`src/rtl/uart_rx_fifo_if.sv`:
```
// uart_rx_fifo_if: byte-stream handshake and line-status pulses of the UART
// receive front-end. Defining UART_RX_PARITY_EN adds the parity_err pulse.
interface uart_rx_fifo_if #(
    parameter int DEPTH = 16
);
    logic [7:0]             rx_data;
    logic                   rx_valid;
    logic                   rx_ready;
    logic [$clog2(DEPTH):0] rx_count;
    logic                   frame_err;
    logic                   overflow;
`ifdef UART_RX_PARITY_EN
    logic                   parity_err;
`endif

    // Receiver side: produces bytes and status, consumes the ready handshake.
    modport master (
        output rx_data, rx_valid, rx_count, frame_err, overflow,
`ifdef UART_RX_PARITY_EN
        output parity_err,
`endif
        input  rx_ready
    );

    // Consumer side: the SoC byte-stream input.
    modport slave (
        input  rx_data, rx_valid, rx_count, frame_err, overflow,
`ifdef UART_RX_PARITY_EN
        input  parity_err,
`endif
        output rx_ready
    );
endinterface

```
`src/rtl/uart_rx_fifo.sv`:
```
// uart_rx_fifo: UART receive front-end. Synchronises UART_RX into hclk,
// deserialises 8N1 frames with a mid-bit sampling baud counter and buffers
// bytes in a first-word-fall-through FIFO with a valid/ready interface.
// Optional macro UART_RX_PARITY_EN: adds an even-parity bit and parity_err.
module uart_rx_fifo #(
    parameter int CLK_HZ      = 50000000,
    parameter int BAUD        = 115200,
    parameter int DEPTH       = 16,
    parameter int SYNC_STAGES = 2
) (
    input  logic           hclk,
    input  logic           RESET,
    input  logic           UART_RX,
    uart_rx_fifo_if.master rx_if
);
    localparam int DIV = (CLK_HZ + BAUD / 2) / BAUD;
    localparam int CW  = $clog2(DIV);
    localparam int AW  = $clog2(DEPTH);

    localparam logic [CW-1:0] HALF_LOAD  = CW'(DIV / 2 - 1);
    localparam logic [CW-1:0] BIT_LOAD   = CW'(DIV - 1);
    localparam logic [AW:0]   FULL_COUNT = (AW + 1)'(DEPTH);

    localparam logic [2:0] S_IDLE      = 3'd0;
    localparam logic [2:0] S_START     = 3'd1;
    localparam logic [2:0] S_DATA      = 3'd2;
`ifdef UART_RX_PARITY_EN
    localparam logic [2:0] S_PARITY    = 3'd3;
`endif
    localparam logic [2:0] S_STOP      = 3'd4;
    localparam logic [2:0] S_WAIT_HIGH = 3'd5;

    logic [SYNC_STAGES-1:0] sync_q;
    logic                   rxs;
    logic [2:0]             state_q;
    logic [CW-1:0]          cnt_q;
    logic [2:0]             bit_idx_q;
    logic [7:0]             shift_q;
    logic                   tick;
    logic                   stop_tick;
    logic                   parity_ok;
    logic                   push_req;
    logic                   push_ok;
    logic                   pop;

    logic [7:0]             mem [DEPTH];
    logic [AW-1:0]          wr_ptr_q;
    logic [AW-1:0]          rd_ptr_q;
    logic [AW:0]            count_q;
    logic                   frame_err_q;
    logic                   overflow_q;

    assign rxs       = sync_q[SYNC_STAGES-1];
    assign tick      = (cnt_q == '0);
    assign stop_tick = (state_q == S_STOP) && tick;

`ifdef UART_RX_PARITY_EN
    logic parity_q;
    logic parity_err_q;
    assign parity_ok = ~^{parity_q, shift_q};
`else
    assign parity_ok = 1'b1;
`endif

    assign push_req = stop_tick && rxs && parity_ok;
    assign pop      = (count_q != '0) && rx_if.rx_ready;
    assign push_ok  = push_req && ((count_q < FULL_COUNT) || pop);

    // Synchroniser chain; idles high so reset never looks like a start bit.
    always_ff @(posedge hclk) begin
        if (RESET) begin
            sync_q <= '1;
        end else begin
            sync_q <= {sync_q[SYNC_STAGES-2:0], UART_RX};
        end
    end

    // Frame FSM with the shared baud down-counter and LSB-first shifter.
    always_ff @(posedge hclk) begin
        if (RESET) begin
            state_q   <= S_IDLE;
            cnt_q     <= '0;
            bit_idx_q <= '0;
            shift_q   <= '0;
`ifdef UART_RX_PARITY_EN
            parity_q  <= 1'b0;
`endif
        end else begin
            case (state_q)
                S_IDLE: begin
                    if (!rxs) begin
                        cnt_q   <= HALF_LOAD;
                        state_q <= S_START;
                    end
                end
                S_START: begin
                    if (tick) begin
                        if (!rxs) begin
                            cnt_q     <= BIT_LOAD;
                            bit_idx_q <= '0;
                            state_q   <= S_DATA;
                        end else begin
                            state_q   <= S_IDLE;
                        end
                    end else begin
                        cnt_q <= cnt_q - 1'b1;
                    end
                end
                S_DATA: begin
                    if (tick) begin
                        shift_q <= {rxs, shift_q[7:1]};
                        cnt_q   <= BIT_LOAD;
                        if (bit_idx_q == 3'd7) begin
`ifdef UART_RX_PARITY_EN
                            state_q <= S_PARITY;
`else
                            state_q <= S_STOP;
`endif
                        end else begin
                            bit_idx_q <= bit_idx_q + 1'b1;
                        end
                    end else begin
                        cnt_q <= cnt_q - 1'b1;
                    end
                end
`ifdef UART_RX_PARITY_EN
                S_PARITY: begin
                    if (tick) begin
                        parity_q <= rxs;
                        cnt_q    <= BIT_LOAD;
                        state_q  <= S_STOP;
                    end else begin
                        cnt_q <= cnt_q - 1'b1;
                    end
                end
`endif
                S_STOP: begin
                    if (tick) begin
                        state_q <= rxs ? S_IDLE : S_WAIT_HIGH;
                    end else begin
                        cnt_q <= cnt_q - 1'b1;
                    end
                end
                S_WAIT_HIGH: begin
                    if (rxs) begin
                        state_q <= S_IDLE;
                    end
                end
                default: begin
                    state_q <= S_IDLE;
                end
            endcase
        end
    end

    // FIFO storage; contents need no reset because occupancy gates reads.
    always_ff @(posedge hclk) begin
        if (push_ok) begin
            mem[wr_ptr_q] <= shift_q;
        end
    end

    // FIFO pointers and occupancy; a full FIFO accepts a push only alongside a pop.
    always_ff @(posedge hclk) begin
        if (RESET) begin
            wr_ptr_q <= '0;
            rd_ptr_q <= '0;
            count_q  <= '0;
        end else begin
            if (push_ok) begin
                wr_ptr_q <= wr_ptr_q + 1'b1;
            end
            if (pop) begin
                rd_ptr_q <= rd_ptr_q + 1'b1;
            end
            case ({push_ok, pop})
                2'b10:   count_q <= count_q + 1'b1;
                2'b01:   count_q <= count_q - 1'b1;
                default: count_q <= count_q;
            endcase
        end
    end

    // Single-cycle line-status pulses raised on the stop-bit sample.
    always_ff @(posedge hclk) begin
        if (RESET) begin
            frame_err_q  <= 1'b0;
            overflow_q   <= 1'b0;
`ifdef UART_RX_PARITY_EN
            parity_err_q <= 1'b0;
`endif
        end else begin
            frame_err_q  <= stop_tick && !rxs;
            overflow_q   <= push_req && !push_ok;
`ifdef UART_RX_PARITY_EN
            parity_err_q <= stop_tick && rxs && !parity_ok;
`endif
        end
    end

    assign rx_if.rx_data   = mem[rd_ptr_q];
    assign rx_if.rx_valid  = (count_q != '0);
    assign rx_if.rx_count  = count_q;
    assign rx_if.frame_err = frame_err_q;
    assign rx_if.overflow  = overflow_q;
`ifdef UART_RX_PARITY_EN
    assign rx_if.parity_err = parity_err_q;
`endif
endmodule

```
`src/flat_wrapper.sv`:
```
// flat-port wrapper written by rule: the top's interface ports become plain ports
module uart_rx_fifo_flat 
#(
    parameter int CLK_HZ      = 50000000,
    parameter int BAUD        = 115200,
    parameter int DEPTH       = 16,
    parameter int SYNC_STAGES = 2
)
  (hclk, RESET, UART_RX, rx_if_rx_data, rx_if_rx_valid, rx_if_rx_count, rx_if_frame_err, rx_if_overflow, rx_if_rx_ready);
  uart_rx_fifo_if #(.DEPTH(DEPTH)) rx_if_i ();
  input  logic hclk;
  input  logic RESET;
  input  logic UART_RX;
  output wire logic [$bits(rx_if_i.rx_data)-1:0] rx_if_rx_data;
  output wire logic [$bits(rx_if_i.rx_valid)-1:0] rx_if_rx_valid;
  output wire logic [$bits(rx_if_i.rx_count)-1:0] rx_if_rx_count;
  output wire logic [$bits(rx_if_i.frame_err)-1:0] rx_if_frame_err;
  output wire logic [$bits(rx_if_i.overflow)-1:0] rx_if_overflow;
  input wire logic [$bits(rx_if_i.rx_ready)-1:0] rx_if_rx_ready;
  assign rx_if_rx_data = rx_if_i.rx_data;
  assign rx_if_rx_valid = rx_if_i.rx_valid;
  assign rx_if_rx_count = rx_if_i.rx_count;
  assign rx_if_frame_err = rx_if_i.frame_err;
  assign rx_if_overflow = rx_if_i.overflow;
  assign rx_if_i.rx_ready = rx_if_rx_ready;
  uart_rx_fifo #(.CLK_HZ(CLK_HZ), .BAUD(BAUD), .DEPTH(DEPTH), .SYNC_STAGES(SYNC_STAGES)) u_core (.hclk(hclk), .RESET(RESET), .UART_RX(UART_RX), .rx_if(rx_if_i));
endmodule
```
`config.mk`:
```
export PLATFORM = sky130hd
export DESIGN_NAME = uart_rx_fifo_flat
export DESIGN_NICKNAME = d
export VERILOG_FILES = /design/src/rtl/uart_rx_fifo_if.sv /design/src/rtl/uart_rx_fifo.sv /design/src/flat_wrapper.sv
export SDC_FILE = /design/constraint.sdc
export NUM_CORES = 1
export LEC_CHECK = 0
export CORE_ASPECT_RATIO = 1.1
export CORE_MARGIN = 2
export CORE_UTILIZATION = 47
export DETAILED_ROUTE_END_ITERATION = 7
export PLACE_DENSITY_LB_ADDON = 0.3
export SLEW_MARGIN = 20
export SYNTH_ARGS = -nofsm -noshare
export SYNTH_HDL_FRONTEND = slang
export SYNTH_SLANG_ARGS = --single-unit
```
`constraint.sdc`:
```
create_clock -name hclk -period 9.9 [get_ports hclk]
set_input_delay 1.98 -clock hclk [delete_from_list [all_inputs] [get_ports hclk]]
set_output_delay 1.98 -clock hclk [all_outputs]
set_load 0.05 [all_outputs]
```
==> metrics.txt, run 1 <==
Antenna Nets Post-Route 0; Die W 122 µm; RSZ-0062 raised after global routing false; TritonRoute pass-1 iters 6; WS Path Type reg -> out; outcome complete, no violations; via count of the first global-routing pass 4049; FMAX 0.196 GHz; synthesized cell area 0.00721 mm²; Die ar. 0.0163 mm²; I/O pin total 20; Power Total 1.58 mW; Top FF cell, synth edfxtp_1; H-tree Lvls 4; total track usage 18.7%; Hold-fix buffers, CTS 0; Syn Area/Cell 15.3 µm²; sequential power share 50.0%; Hold WC Path Type reg -> reg; Comb power frac 6.9%; pwr/cell area 193 mW/mm²; clock sink count 172; die height 134 µm; Post-CTS Resized 0; Root Buffer clkbuf_16; max_slew headroom 22.8%; final hold vios 0; critical path data required time 7920 ps; Final TNS setup 0 ps; IO buf count 19; gr ovfl total 0; top cell type by total area after synthesis edfxtp_1; most frequent cells after synthesis 128 x edfxtp_1, 44 x dfxtp_1, 40 x mux4_2; post-synth top area share 53.3%; synth top area cells edfxtp_1 53%, mux4_2 13%, dfxtp_1 12%, ha_1 2.3%, nor2_1 2.0%; Slew Viols, Final 0; initial antenna violation count 0; residual DRC count 0; R2R setup slack 5950 ps; Clock Path Buffers 2; Pleak 2.64 nW; EDFF count, synth 128; row count 47; worst path arrival time 3110 ps; clock latency on the worst-skew pair 430 ps; via count 4043; crit path max fanout 32; Seq/Total Area, Yosys 65.6%; final WL 14200 µm; clock share of power 43.1%; P_int 1.22 mW; Clock Pin Slew Worst Setup and Hold Paths 70 ps; worst slew pin tran 1150 ps; share of cells above drive strength 1 18.1%; dpl hpwl 8920 µm; fillers 1193; NumNets Final 500; drt via density 5.84; maximum vdd ir drop 0.124 mV; max-cap viol count 0; first-pass GRT wire length 22500 µm; largest net degree at the start of global routing 33; Setup-failing EPs final 0; NetSw 0.361 mW; setup repair bufs after CTS 0; area of the core 0.0150 mm²; CTS Buf Count 17; CTS tree done; CP startpoint kind register; Syn Nets 488; Synth Instances 471; Routed WL per cell 20.6 µm; n_diodes 0; skew final 8.93 ps; minimum clock period 5090 ps; crit path capture type primary output; Seq cells post-synth 172; Initial Util 48.1%; Yosys warnings 0; final worst path period share 51.5%; area grow syn2layout 13.1%; gpl congestion 0.778; most common cell in the netlist edfxtp_1; First DRT Iteration DRCs 419; Yosys cell types 58; Net Sw Frac 22.9%; Async S/R FF share, synth 0%
==> critical path: stages, from the launching register on <==
cell             delay [ps]
dfxtp_2                 320
buf_4                   520
mux4_2                  590
mux4_2                  510
clkdlybuf4s50_1         720
==> registers in the layout (all words and copies together) (netlist names), named ones only <==
register,flops
u_core.shift_q,8
u_core.rx_if.rx_count,5
u_core.wr_ptr_q,4
u_core.sync_q,2
u_core.rx_if.overflow,1
u_core.state_q,3
u_core.rd_ptr_q,4
u_core.rx_if.frame_err,1
u_core.cnt_q,9
u_core.mem,128
u_core.bit_idx_q,3
==> path summary, 6_finish.rpt <==
check / from / end / cells after the start
max: register / rx_if_rx_data[1] / 4
min: u_core.sync_q[0] / u_core.sync_q[1] / 1
max reg2reg: u_core.cnt_q[0] / u_core.rx_if.rx_count[4] / 14
min reg2reg: u_core.sync_q[0] / u_core.sync_q[1] / 1
==> kinds of logic (layout without fill, tap and decap cells) <==
group,Yosys count,count (layout),synth area share [%]
flip-flops,172,172,65.6
AND/OR/NAND/NOR,129,129,9.39
AO/OA/AOI/OAI,68,68,6.34
multiplexers,44,44,13.1
buffers and inverters,35,60,2.15
adder cells (fa/ha/maj),13,13,2.26
XOR/XNOR,10,10,1.22
==> metal layers <==
metal  wire, µm  track usage, %  share of wire [%]
met5          0               0                  0
met4        200            6.58                1.4
met3        617            4.46                4.3
met2       7100            29.8                 50
met1       6320            25.1                 44
==> placed cells by master, fill, tap and decap left out, types with 3 or more instances in the layout <==
cell / count
bufinv_16: 3
o41ai_1: 3
nand2_1: 34
nand2b_1: 5
xor2_1: 8
clkdlybuf4s50_1: 19
nor2b_1: 4
a21oi_1: 28
mux2i_1: 3
or3_1: 4
inv_1: 6
nor3_2: 3
or2_2: 3
nand3b_1: 3
nor4_1: 3
o21ai_0: 6
ha_1: 13
nor2_1: 39
a22oi_1: 3
clkbuf_16: 17
a21o_1: 3
a31oi_1: 6
mux4_2: 40
buf_4: 3
dfxtp_1: 43
nor3_1: 4
clkinv_4: 3
clkbuf_1: 4
nor3b_1: 6
edfxtp_1: 128
nand3_1: 5
==> final cells by class <==
type / instances / area [µm²] / area share [%]
repair buffers: 22 / 213 / 2.61
clock inverters: 11 / 160 / 1.97
well taps: 196 / 245 / 3.01
inverters: 6 / 22.5 / 0.276
flip-flops and latches: 172 / 4730 / 58.0
multi-input cells: 264 / 2340 / 28.8
clock buffers: 21 / 440 / 5.40
==> per-stage QoR <==
step	cells	setup slack, ps	hold slack, ps	instance area [µm²]	util (%)
floorplan	471	5640	389	7210	-
global placement	660	5150	397	7540	50.3
detailed placement	660	5030	413	7540	50.3
CTS	692	4750	431	8140	54.3
global route	692	4670	442	8150	54.4
finish	692	4810	424	8150	54.4
==> power by group through the flow <==
| stage | registers (mW) | logic [mW] | clock network, mW |
|---|---|---|---|
| 5_1_grt | 0.790 | 0.119 | 0.716 |
| 3_5_place_dp | 0.804 | 0.106 | 0 |
| 3_3_place_gp | 0.803 | 0.103 | 0 |
| 2_1_floorplan | 0.797 | 0.0953 | 0 |
| 4_1_cts | 0.788 | 0.106 | 0.686 |
| 6_report | 0.789 | 0.108 | 0.680 |
(Power assumes the default switching activity.)
==> run 2: changes to the inputs <==
==> constraint.sdc (replaced) <==
create_clock -name hclk -period 5.2 [get_ports hclk]
set_input_delay 1.04 -clock hclk [delete_from_list [all_inputs] [get_ports hclk]]
set_output_delay 1.04 -clock hclk [all_outputs]
set_load 0.05 [all_outputs]
==> run 2 against run 1 <==
Clock skew down 1.2 ps. Register-to-register slack worse by 4600 ps. Clock power up 76%. Global-route usage down 0.33 points. Routed wire length down 1.9%. Total power up 84%. Combinational power up 87%. Via count up 0.12%. Sequential power up 90%. First-iteration DRC count down 2.1%. Die area unchanged. Largest cell class unchanged. Largest power group unchanged.
==> metrics.txt, run 2 (synthesized netlist as in run 1, its figures left out) <==
row count 47 (unchanged); Largest Register u_core.mem; Reg2Reg Launch Point u_core.cnt_q[0]; minimum clock period 4170 ps; via count 4048 (+0.12%); RSZ-0062 raised after global routing false; most common cell after layout, fill and taps aside edfxtp_1; top flop regs u_core.mem (128), u_core.cnt_q (9), u_core.shift_q (8); largest net degree at the start of global routing 33 (unchanged); Slew Viols, Final 0 (unchanged); Routed WL per cell 20.2 µm (-2.0%); Net Sw Frac 23.7% (+0.75 points); Root Buffer clkbuf_16; worst path arrival time 3130 ps (+20 ps); Final WS setup 1030 ps (-3780 ps); skew final 7.77 ps (-1.16 ps); P_int 2.22 mW (+83%); hold depth 1 (unchanged); R2R setup slack 1390 ps (-4560 ps); Initial Util 48.1% (unchanged); first-pass GRT wire length 22100 µm (-1.4%); die height 134 µm (unchanged); TritonRoute pass-1 iters 5 (-1); pwr/cell area 358 mW/mm² (+85%); H-tree Lvls 4 (unchanged); Clock Pin Slew Worst Setup and Hold Paths 60 ps (about the same); total track usage 18.3% (-0.33 points); First DRT Iteration DRCs 410 (-2.1%); I/O pin total 20 (unchanged); max_slew headroom 23.4% (+0.70 points); Die ar. 0.0163 mm² (unchanged); Comb power frac 6.9% (about the same); Hold WC Path Type reg -> reg; final WL 14000 µm (-1.9%); area grow syn2layout 12.8%; final design area excluding fillers 0.00813 mm² (-0.31%); Hold Startpoint u_core.sync_q[0]; Register-to-Register Path Depth 14 (unchanged); residual DRC count 0 (unchanged); Die W 122 µm (unchanged); most frequent cells in the layout 128 x edfxtp_1, 43 x dfxtp_1, 40 x mux4_2; dpl hpwl 8860 µm (-0.63%); Core Util, Final 54.2% (-0.17 points); clock sink count 172 (unchanged); n_diodes 0 (unchanged); Hold-fix buffers, CTS 0 (unchanged); fillers 1196 (+0.25%); area of the core 0.0150 mm² (unchanged); clock share of power 41.4% (-1.7 points); gpl congestion 0.790 (+1.5%); initial antenna violation count 0 (unchanged); max reg flops 128 (unchanged); Post-CTS Resized 0 (unchanged); sequential power share 51.6% (+1.6 points); hold path endpoint u_core.sync_q[1]; FMAX 0.240 GHz; gr ovfl total 0 (unchanged); critical path data required time 4160 ps (-3760 ps); crit path max fanout 13 (-59%); drt via density 5.84 (about the same); RR Endpoint u_core.rx_if.rx_count[4]; clock latency on the worst-skew pair 430 ps (about the same); setup repair bufs after CTS 0 (unchanged); Pleak 2.64 nW (-0.16%); placed cell areas 0.00754 mm² (about the same); via count of the first global-routing pass 4036 (-0.32%); maximum vdd ir drop 0.158 mV (+27%); share of cells above drive strength 1 18.5% (+0.37 points); outcome complete, no violations; NetSw 0.688 mW (+90%); IO buf count 19 (unchanged); Antenna Nets Post-Route 0 (unchanged); minimum hold slack 416 ps (-7.46 ps); CP startpoint kind register; crit path capture type primary output; WS Path Type reg -> out; Setup-failing EPs final 0 (unchanged); Final TNS setup 0 ps (unchanged); Clock Path Buffers 2 (unchanged); CTS Buf Count 17 (unchanged); CTS tree done; NumNets Final 501 (+0.20%); worst slew pin tran 1140 ps (-10.4 ps); final worst path period share 80.3%; max-cap viol count 0 (unchanged); final hold vios 0 (unchanged); pre-CTS setup slack 1280 ps (-3740 ps)
-- run 2: worst max path at each step --
| stage | slack [ps] | end | start | depth (start not counted) |
|---|---|---|---|---|
| global route | 850 | rx_if_rx_data[6] | register | 4 |
| finish | 1030 | rx_if_rx_data[6] | register | 4 |
| detailed placement | 1280 | u_core.rx_if.rx_count[4] | rx_if_rx_ready | 13 |
| CTS | 940 | rx_if_rx_data[6] | register | 4 |
| floorplan | 1710 | u_core.rx_if.rx_count[4] | u_core.cnt_q[0] | 16 |
| global placement | 1370 | u_core.rx_if.rx_count[4] | rx_if_rx_ready | 13 |
-- run 2: through the flow --
stage / power [mW] / cells
floorplan: 1.70 / 471
global placement: 1.72 / 661
detailed placement: 1.73 / 661
CTS: 2.92 / 693
global route: 3.01 / 693
finish: 2.91 / 693
-- run 2: final cells by class --
class | instances | area, µm² | share of cell area (%)
multi-input combinational | 264 | 2340 | 28.8
inverter | 6 | 22.5 | 0.277
clock buffer | 19 | 433 | 5.33
timing repair buffer | 23 | 220 | 2.71
sequential | 172 | 4730 | 58.2
tap | 196 | 245 | 3.02
clock inverter | 13 | 135 | 1.66
-- run 2: layer usage --
metal | GRT usage [%] | vias up | share of wire, %
met3 | 4.42 | 25 | 5.6
met1 | 24.8 | 2036 | 43
li1 | - | 1855 | -
met5 | 0 | - | 0
met2 | 29.3 | 132 | 49
met4 | 6.13 | 0 | 1.9
-- run 2: critical path, stage by stage, from the launching register on --
cell and delay [ps]:
dfxtp_2 620, buf_4 350, mux4_2 540, mux4_2 480, clkdlybuf4s50_1 710
-- run 2: power groups by stage --
| stage | sequential (mW) | combinational [mW] | clock (mW) |
|---|---|---|---|
| finish | 1.50 | 0.202 | 1.20 |
| global route | 1.50 | 0.224 | 1.28 |
| CTS | 1.50 | 0.199 | 1.22 |
| detailed placement | 1.53 | 0.198 | 0 |
| global placement | 1.53 | 0.196 | 0 |
| floorplan | 1.52 | 0.181 | 0 |
